<file path="config.mk">
export PLATFORM = sky130hd
export DESIGN_NAME = fft_bram_writer_mc
export DESIGN_NICKNAME = d
export VERILOG_FILES = /design/src/rtl/fft_bram_writer_mc.sv
export SDC_FILE = /design/constraint.sdc
export NUM_CORES = 1
export LEC_CHECK = 0
export BUFFER_PORTS_ARGS = -buffer_cell sky130_fd_sc_hd__buf_2
export CELL_PAD_IN_SITES_DETAIL_PLACEMENT = 0
export CELL_PAD_IN_SITES_GLOBAL_PLACEMENT = 1
export CORE_UTILIZATION = 40
export CTS_BUF_LIST = sky130_fd_sc_hd__clkbuf_4 sky130_fd_sc_hd__clkbuf_8
export CTS_CLUSTER_SIZE = 10
export DETAILED_ROUTE_END_ITERATION = 10
export PLACE_DENSITY = 0.87
export SYNTH_ARGS = -nofsm -noshare
export SYNTH_HDL_FRONTEND = slang
export SYNTH_SLANG_ARGS = --single-unit
</file>
<file path="constraint.sdc">
create_clock -name clk -period 3 [get_ports clk]
set_input_delay 0.6 -clock clk [delete_from_list [all_inputs] [get_ports clk]]
set_output_delay 0.6 -clock clk [all_outputs]
set_load 0.05 [all_outputs]
</file>
<file path="src/rtl/fft_bram_writer_mc.sv">
// Serialises multichannel FFT beats (one bin, NUM_CH complex samples) into
// sign-extended dual-bus BRAM writes with selectable layout and ping-pong banks.
module fft_bram_writer_mc #(
   parameter int unsigned NUM_CH      = 8,
   parameter int unsigned SAMPLE_W    = 24,
   parameter int unsigned BRAM_DW     = 32,
   parameter int unsigned FFT_LEN     = 256,
   parameter int unsigned ADDR_W      = 32,
   parameter int unsigned ADDR_STRIDE = 4,
   parameter int unsigned BASE_ADDR   = 0
) (
   input  logic                         clk,
   input  logic                         rst,
   input  logic [NUM_CH*2*SAMPLE_W-1:0] s_axis_tdata,
   input  logic                         s_axis_tvalid,
   input  logic                         s_axis_tlast,
   output logic                         s_axis_tready,
   input  logic                         layout_mode,
   output logic [ADDR_W-1:0]            bram_addr,
   output logic [BRAM_DW-1:0]           bram_din_re,
   output logic [BRAM_DW-1:0]           bram_din_im,
   output logic [BRAM_DW/8-1:0]         bram_we,
   output logic                         bram_en,
   output logic                         bram_rst,
   output logic                         frame_done,
   output logic                         frame_bank,
   output logic                         tlast_err
);

   localparam int unsigned CH_W = $clog2(NUM_CH);
   localparam int unsigned BIN_W = $clog2(FFT_LEN);
   localparam int unsigned TD_W = NUM_CH * 2 * SAMPLE_W;
   localparam int unsigned WE_W = BRAM_DW / 8;

   typedef enum logic {
      S_IDLE,
      S_WRITE
   } state_t;

   state_t                     state_q;
   logic [CH_W-1:0]            ch_q;
   logic [BIN_W-1:0]           bin_q;
   logic [BIN_W-1:0]           bin_d;
   logic                       bank_q;
   logic                       bank_d;
   logic                       mode_q;
   logic [TD_W-1:0]            beat_q;
   logic                       last_q;

   logic [ADDR_W-1:0]          addr_q;
   logic [BRAM_DW-1:0]         re_q;
   logic [BRAM_DW-1:0]         im_q;
   logic                       we_q;
   logic                       done_q;
   logic                       fbank_q;
   logic                       err_q;

   logic                       last_ch;
   logic                       bin_end;
   logic                       accept;
   logic signed [SAMPLE_W-1:0] re_sel;
   logic signed [SAMPLE_W-1:0] im_sel;
   logic [ADDR_W-1:0]          word;
   logic [ADDR_W-1:0]          addr_nxt;

   assign last_ch = (state_q == S_WRITE) && (ch_q == CH_W'(NUM_CH - 1));
   assign bin_end = (bin_q == BIN_W'(FFT_LEN - 1));
   assign s_axis_tready = !rst && ((state_q == S_IDLE) || last_ch);
   assign accept = s_axis_tvalid && s_axis_tready;

   // Channel mux out of the captured beat
   always_comb begin
      re_sel = '0;
      im_sel = '0;
      for (int k = 0; k < NUM_CH; k++) begin
         if (ch_q == CH_W'(k)) begin
            re_sel = beat_q[k*2*SAMPLE_W +: SAMPLE_W];
            im_sel = beat_q[k*2*SAMPLE_W+SAMPLE_W +: SAMPLE_W];
         end
      end
   end

   // Power-of-two sizes make the word index a plain field concatenation
   always_comb begin
      if (mode_q) begin
         word = ADDR_W'({bank_q, ch_q, bin_q});
      end else begin
         word = ADDR_W'({bank_q, bin_q, ch_q});
      end
      addr_nxt = ADDR_W'(BASE_ADDR) + word * ADDR_W'(ADDR_STRIDE);
   end

   // Frame position after the current beat's last channel
   always_comb begin
      bin_d  = bin_q;
      bank_d = bank_q;
      if (last_ch) begin
         if (bin_end || last_q) begin
            bin_d = '0;
         end else begin
            bin_d = bin_q + BIN_W'(1);
         end
         if (bin_end) begin
            bank_d = ~bank_q;
         end
      end
   end

   always_ff @(posedge clk) begin
      if (rst) begin
         state_q <= S_IDLE;
         ch_q    <= '0;
         bin_q   <= '0;
         bank_q  <= 1'b0;
         mode_q  <= 1'b0;
         beat_q  <= '0;
         last_q  <= 1'b0;
         addr_q  <= ADDR_W'(BASE_ADDR);
         re_q    <= '0;
         im_q    <= '0;
         we_q    <= 1'b0;
         done_q  <= 1'b0;
         fbank_q <= 1'b0;
         err_q   <= 1'b0;
      end else begin
         we_q   <= 1'b0;
         done_q <= 1'b0;
         err_q  <= 1'b0;
         bin_q  <= bin_d;
         bank_q <= bank_d;
         // The mode follows the bin the accepted beat will occupy
         if (accept) begin
            beat_q <= s_axis_tdata;
            last_q <= s_axis_tlast;
            if (bin_d == '0) begin
               mode_q <= layout_mode;
            end
         end
         case (state_q)
            S_IDLE: begin
               if (accept) begin
                  ch_q    <= '0;
                  state_q <= S_WRITE;
               end
            end
            S_WRITE: begin
               addr_q <= addr_nxt;
               re_q   <= BRAM_DW'(re_sel);
               im_q   <= BRAM_DW'(im_sel);
               we_q   <= 1'b1;
               if (last_ch) begin
                  done_q <= bin_end;
                  err_q  <= bin_end ^ last_q;
                  if (bin_end) begin
                     fbank_q <= bank_q;
                  end
                  ch_q <= '0;
                  if (!accept) begin
                     state_q <= S_IDLE;
                  end
               end else begin
                  ch_q <= ch_q + CH_W'(1);
               end
            end
            default: begin
               state_q <= S_IDLE;
            end
         endcase
      end
   end

   assign bram_addr   = addr_q;
   assign bram_din_re = re_q;
   assign bram_din_im = im_q;
   assign bram_we     = {WE_W{we_q}};
   assign bram_en     = 1'b1;
   assign bram_rst    = rst;
   assign frame_done  = done_q;
   assign frame_bank  = fbank_q;
   assign tlast_err   = err_q;

endmodule
</file>
== Word-level counts from Yosys, hierarchy flattened ==
Index checks and enable logic that the tools add are counted.

* Input bits: 389
* Flip-flop bits (word level): 463
* Logic and storage cells: 67

* Muxes and demuxes: 26
* Reductions and logical operators: 12
* $add $sub $neg: 2
* Equal/unequal tests: 9
* Bitwise gates (word level): 4

{| class="wikitable"
|+ Operators with widths
! operator !! count
|-
| $mux 24 || 16
|-
| $mux 8 || 2
|-
| $eq 3x3->1 const B || 4
|-
| $mux 11 || 1
|-
| $add 8x1->8 const B || 1
|-
| $eq 8x8->1 const B || 1
|-
| $logic_not 8->1 || 1
|-
| $eq 3x2->1 const B || 2
|-
| $mux 3 || 2
|-
| $pmux 3 s2 || 1
|-
| $reduce_and 2->1 || 2
|-
| $add 3x1->3 const B || 1
|-
| $eq 3x1->1 const B || 1
|-
| $logic_and 1x1->1 || 3
|-
| $logic_not 3->1 || 1
|-
| $mux 1 || 3
|-
| $not 1->1 || 3
|-
| $reduce_and 3->1 || 1
|-
| $reduce_or 3->1 || 1
|-
| $logic_or 1x1->1 || 2
|-
| $ne 2x2->1 const B || 1
|-
| $pmux 1 s2 || 1
|-
| $logic_not 1->1 || 1
|-
| $xor 1x1->1 || 1
|}

== Depth between registers and ports, before layout ==
* Depth after elaboration: 9
* Gate-level depth with buffers: 11
* Mapped depth without buffers: 11

== Worst setup path after synthesis ==
Ideal clock, no wire load.

* Path type: flip-flop to flip-flop
* Start point: register ch_q[0]
* End point: register mode_q
* Setup slack: 0.242 ns
* Arrival time: 2.635 ns
* Period minus slack after synthesis: 2.758 ns
* Path buffers: 2
* Library setup time: 0.123 ns
* Stages on the path, launching flop included: 11
* Cell sequence: dfxtp_1 > ha_1 > ha_1 > and2b_1 > nor2_1 > and2_1 > buf_2 > buf_2 > and4_1 > nand3_1 > mux2_1

* Longest elaborated chain between the ends: 6
* Elaborated cells between the ends (all ways): 8
* Those cells by class: eq/ne (1); mux (1); reduce/logical (6)

{| class="wikitable"
|+ Ends and longest elaborated chain
! element !! line !! source
|-
| from (decl) || 41 || <nowiki>logic [CH_W-1:0] ch_q;</nowiki>
|-
| from (signal assigned) || 162 || <nowiki>ch_q <= ch_q + CH_W'(1);</nowiki>
|-
| $eq 3x3->1 || 66 || <nowiki>assign last_ch = (state_q == S_WRITE) && (ch_q == CH_W'(NUM_CH - 1));</nowiki>
|-
| $logic_and 1x1->1 || 66 ||
|-
| $logic_or 1x1->1 || 68 || <nowiki>assign s_axis_tready = !rst && ((state_q == S_IDLE) || last_ch);</nowiki>
|-
| $logic_and 1x1->1 || 68 ||
|-
| net s_axis_tready || 17 || <nowiki>output logic s_axis_tready,</nowiki>
|-
| $logic_and 1x1->1 || 69 || <nowiki>assign accept = s_axis_tvalid && s_axis_tready;</nowiki>
|-
| $reduce_and 2->1 (no source line) || n/a ||
|-
| to (signal assigned) || 136 || <nowiki>mode_q <= layout_mode;</nowiki>
|-
| to (decl) || 46 || <nowiki>logic mode_q;</nowiki>
|}

The timed path passes the listed nets, and every way through them passes these cells.
A chain may end at the register's enable or synchronous reset.

== Worst setup path after layout ==
* Start point: register ch_q[1]
* End point: register im_q[8], in the netlist bram_din_im[8]

* Longest elaborated chain between the ends: 9
* Elaborated cells between the ends (all ways): 16
* Those cells by class: eq/ne (7); mux (8); reduce/logical (1)

{| class="wikitable"
|+ Ends and longest elaborated chain
! element !! line !! source
|-
| $logic_not 3->1 || 76 || <nowiki>if (ch_q == CH_W'(k)) begin</nowiki>
|-
| $mux 24 (7 in a row) || 76 ||
|-
| $mux 24 * || 76 ||
|-
| to (signal assigned) || 149 || <nowiki>im_q <= BRAM_DW'(im_sel);</nowiki>
|-
| to (decl) || 52 || <nowiki>logic [BRAM_DW-1:0] im_q;</nowiki>
|}

Mark *: on every way between the ends. The rest lies on a longest branch, timed or not.

==> summary.md <==
| Metric | Value |
|---|---|
| Syn Area/Cell | `7.71 sq um` |
| # IOs | `495` |
| TritonCTS clock tree | `yes` |
| CP Class | `flip-flop to flip-flop` |
| Final WS setup | `0.0937 ns` |
| Synth Area in Compound Gates | `24.9%` |
| Routability congestion estimate | `0.938` |
| Post-synth top area share | `47.0%` |
| Simple-gate area share of the yosys netlist | `19.5%` |
| CP max FO | `47` |
| DRT antenna net count | `0` |
| I/O Buffers | `473` |
| Synthesis-to-layout area growth | `21.8%` |
| DR vias | `19300` |
| Final Critical Period | `2.91 ns` |
| Mux contribution to synthesized area | `0.667%` |
| Met3 usage | `6.07%` |
| Pwr per Cell Area | `619 nW/um^2` |
| Synth area leader | `dfxtp_1` |
| Worst skew pair latency | `0.65 ns` |
| Vias per cell | `5.32` |
| Antenna violations before repair | `17` |
| Sink Count | `463` |
| Fin area | `24000 sq um` |
| Top area cells in the synthesized netlist | `dfxtp_1 (47%), nand2_1 (16%), o21ai_0 (11%)` |
| Die height | `224 um` |
| Cts hold-fix bufs | `0` |
| R2r worst-path depth | `9` |
| Number of synthesized flops with an enable pin | `0` |
| Top Usage Layer GRT | `met1` |
| Commonest non-fill, non-tap cell in the layout | `nand2_1` |
| Reg-to-Reg End | `bram_din_im[8]` |
| H-Tree Depth | `3` |
| Yosys cell types | `47` |
| Commonest cells after routing, fill and taps aside | `nand2_1 (823), buf_2 (472), dfxtp_1 (461)` |
| Relative slew slack | `30.7%` |
| Die X | `224 um` |
| Met1 Usage GRT | `38.8%` |
| Gr usage total | `26.8%` |
| Detailed Routing Iterations Pass 1 | `5` |
| Drt drc | `0` |
| Post-Place Setup Slack | `0.216 ns` |
| Sequential-to-total area share from yosys stat | `47.0%` |
| Leakage power | `0.00943 uW` |
| Period utilization | `96.9%` |
| Final Non-Filler Cells | `3632` |
| R2R Setup Slk | `0.09 ns` |
| First-pass GRT wire length | `104000 um` |
| Storage element area | `9270 sq um` |
| Asr flop ratio synth | `0%` |
| Yosys reg bits | `463` |
| Syn Std Cell Area | `19700 sq um` |
| Met2 Resource Use GR | `38.7%` |
| Largest family of logic cells by synthesized area | `compound AO/OA/AOI/OAI gates` |
| Final-layout worst hold slack | `0.138 ns` |
| CTS buffer count | `81` |
| RSZ-0062 raised after global routing | `false` |
| Inst Count DP | `3477` |
| Fin. max-slew vios | `0` |
| Post-synthesis cell count | `2555` |
| CP Launch Point | `ch_q[1]` |
| Status | `complete, no violations` |
| Vias in the first global route | `18100` |
| Crit end category | `flip-flop` |
| Synth Area in Adders | `0.571%` |
| Hold Path Class | `input port to flip-flop` |
| Yosys Warn Count | `0` |
| Crit path to | `bram_din_im[8]` |
| Crit path DAT | `3.47 ns` |
| Initial DRC count | `1860` |
| Number of cell rows | `80` |
| Post-Synth XOR/XNOR Area | `0.178%` |
| Worst-Margin Slew | `1.04 ns` |
| Post-DP HPWL | `47400 um` |
| Share of cells above drive strength 1 | `23.8%` |
| Initial Util | `40.9%` |
| # nets final | `3302` |
| Multi-input gate area | `9180 sq um` |
| Fmax | `344 MHz` |
| FILL cells | `4726` |
| Critical R2R Launch | `ch_q[1]` |
| Clk root buf | `clkbuf_8` |
| GRT overflow | `0` |
| Core Area | `48100 sq um` |
| Post-Route Skew | `0.0371 ns` |
| Final hold viol count | `0` |
| DRT Wirelength | `68800 um` |
| Fin Setup TNS | `0 ns` |
| Main synth FF type | `dfxtp_1` |
| Reg clk slew, reported paths | `0.06 ns` |
| Largest net degree at the start of global routing | `109` |
| Max rail drop VDD | `302 uV` |
| Cell Area, Placed | `22300 sq um` |
| Required time of the critical path | `3.57 ns` |
| Max_cap viols | `0` |
| Finish-stage setup viols | `0` |
| Die area | `50200 sq um` |
| Clock Path Buffers | `3` |
| Startpoint types | `flip-flop` |
| Drt wl/cell | `18.9 um` |
critical path: stages (launching register included):
cell and delay (ns):
dfxtp_1 0.46, inv_1 0.12, ha_1 0.31, nor3b_4 0.32, buf_12 0.36, a221oi_1 0.16, nor3_1 0.36, a21oi_1 0.18
a211o_1 0.38, a21oi_1 0.13
sequential cells by signal, summed over array words and instances (netlist names), 3 cells and up:
name,count
ch_q,3
bram_din_re,24
bram_din_im,24
bin_q,8
bram_addr,12
beat_q,384
cell usage after synthesis, drive strengths merged, types with 3 or more instances:
library cell / number
clkbuf: 138
and3: 3
a221oi: 48
nor3: 52
nand3: 7
a22oi: 47
o21ai: 434
o31ai: 3
dfxtp: 463
nor2: 79
a211oi: 12
a21oi: 106
inv: 8
nand2: 826
and2: 3
ha: 9
buf: 133
mux2i: 12
xnor2: 3
o22ai: 47
nor2b: 5
o211ai: 48
a211o: 47
power breakdown:
group	switching, uW	internal, uW
clock	2590	3450
combinational	1300	643
sequential	283	6590
metal layers:
layer	vias up	wire (um)
met5	-	47
met4	8	1560
met3	106	5600
met2	813	29400
met1	9003	32200
li1	9389	-
worst min path at each step:
stage | depth (start not counted) | start | endpoint | slack [ns]
after floorplan | 2 | beat_q[262] | beat_q[262] | 0.43
after CTS | 3 | s_axis_tdata[208] | beat_q[208] | 0.08
after global placement | 2 | beat_q[150] | beat_q[150] | 0.44
after detailed placement | 2 | beat_q[270] | beat_q[270] | 0.45
after global routing | 3 | s_axis_tdata[207] | beat_q[207] | 0.10
final | 3 | s_axis_tdata[143] | beat_q[143] | 0.14
per-stage QoR:
stage                     total power (uW)  util (%)
after floorplan                       8200         -
final                                14900      49.8
after CTS                            15000      49.8
after global placement                8890      46.2
after detailed placement              8920      46.2
after global routing                 15500      49.8
final cells by class:
cell class / instances / area share, %
clock inverter: 7 / 0.177
inverter: 8 / 0.156
tap: 656 / 3.42
antenna: 15 / 0.156
multi-input combinational: 1832 / 38.3
sequential: 463 / 38.6
timing repair buffer: 518 / 12.3
clock buffer: 133 / 6.87
logic make-up after synthesis:
family | Yosys count
AOI/OAI and AO/OA | 800
xor gates and xnor gates | 4
adders and majority gates | 9
buffers and inverters | 279
DFF | 463
muxes | 13
other | 2
and+or+nand+nor | 985
repair_timing:
action                                  4_1_cts  5_1_grt
setup buffers                                 0        0
endpoints found under the setup margin        0        1
gates resized for setup                       0        2
Power figures use the tool's default switching activity.
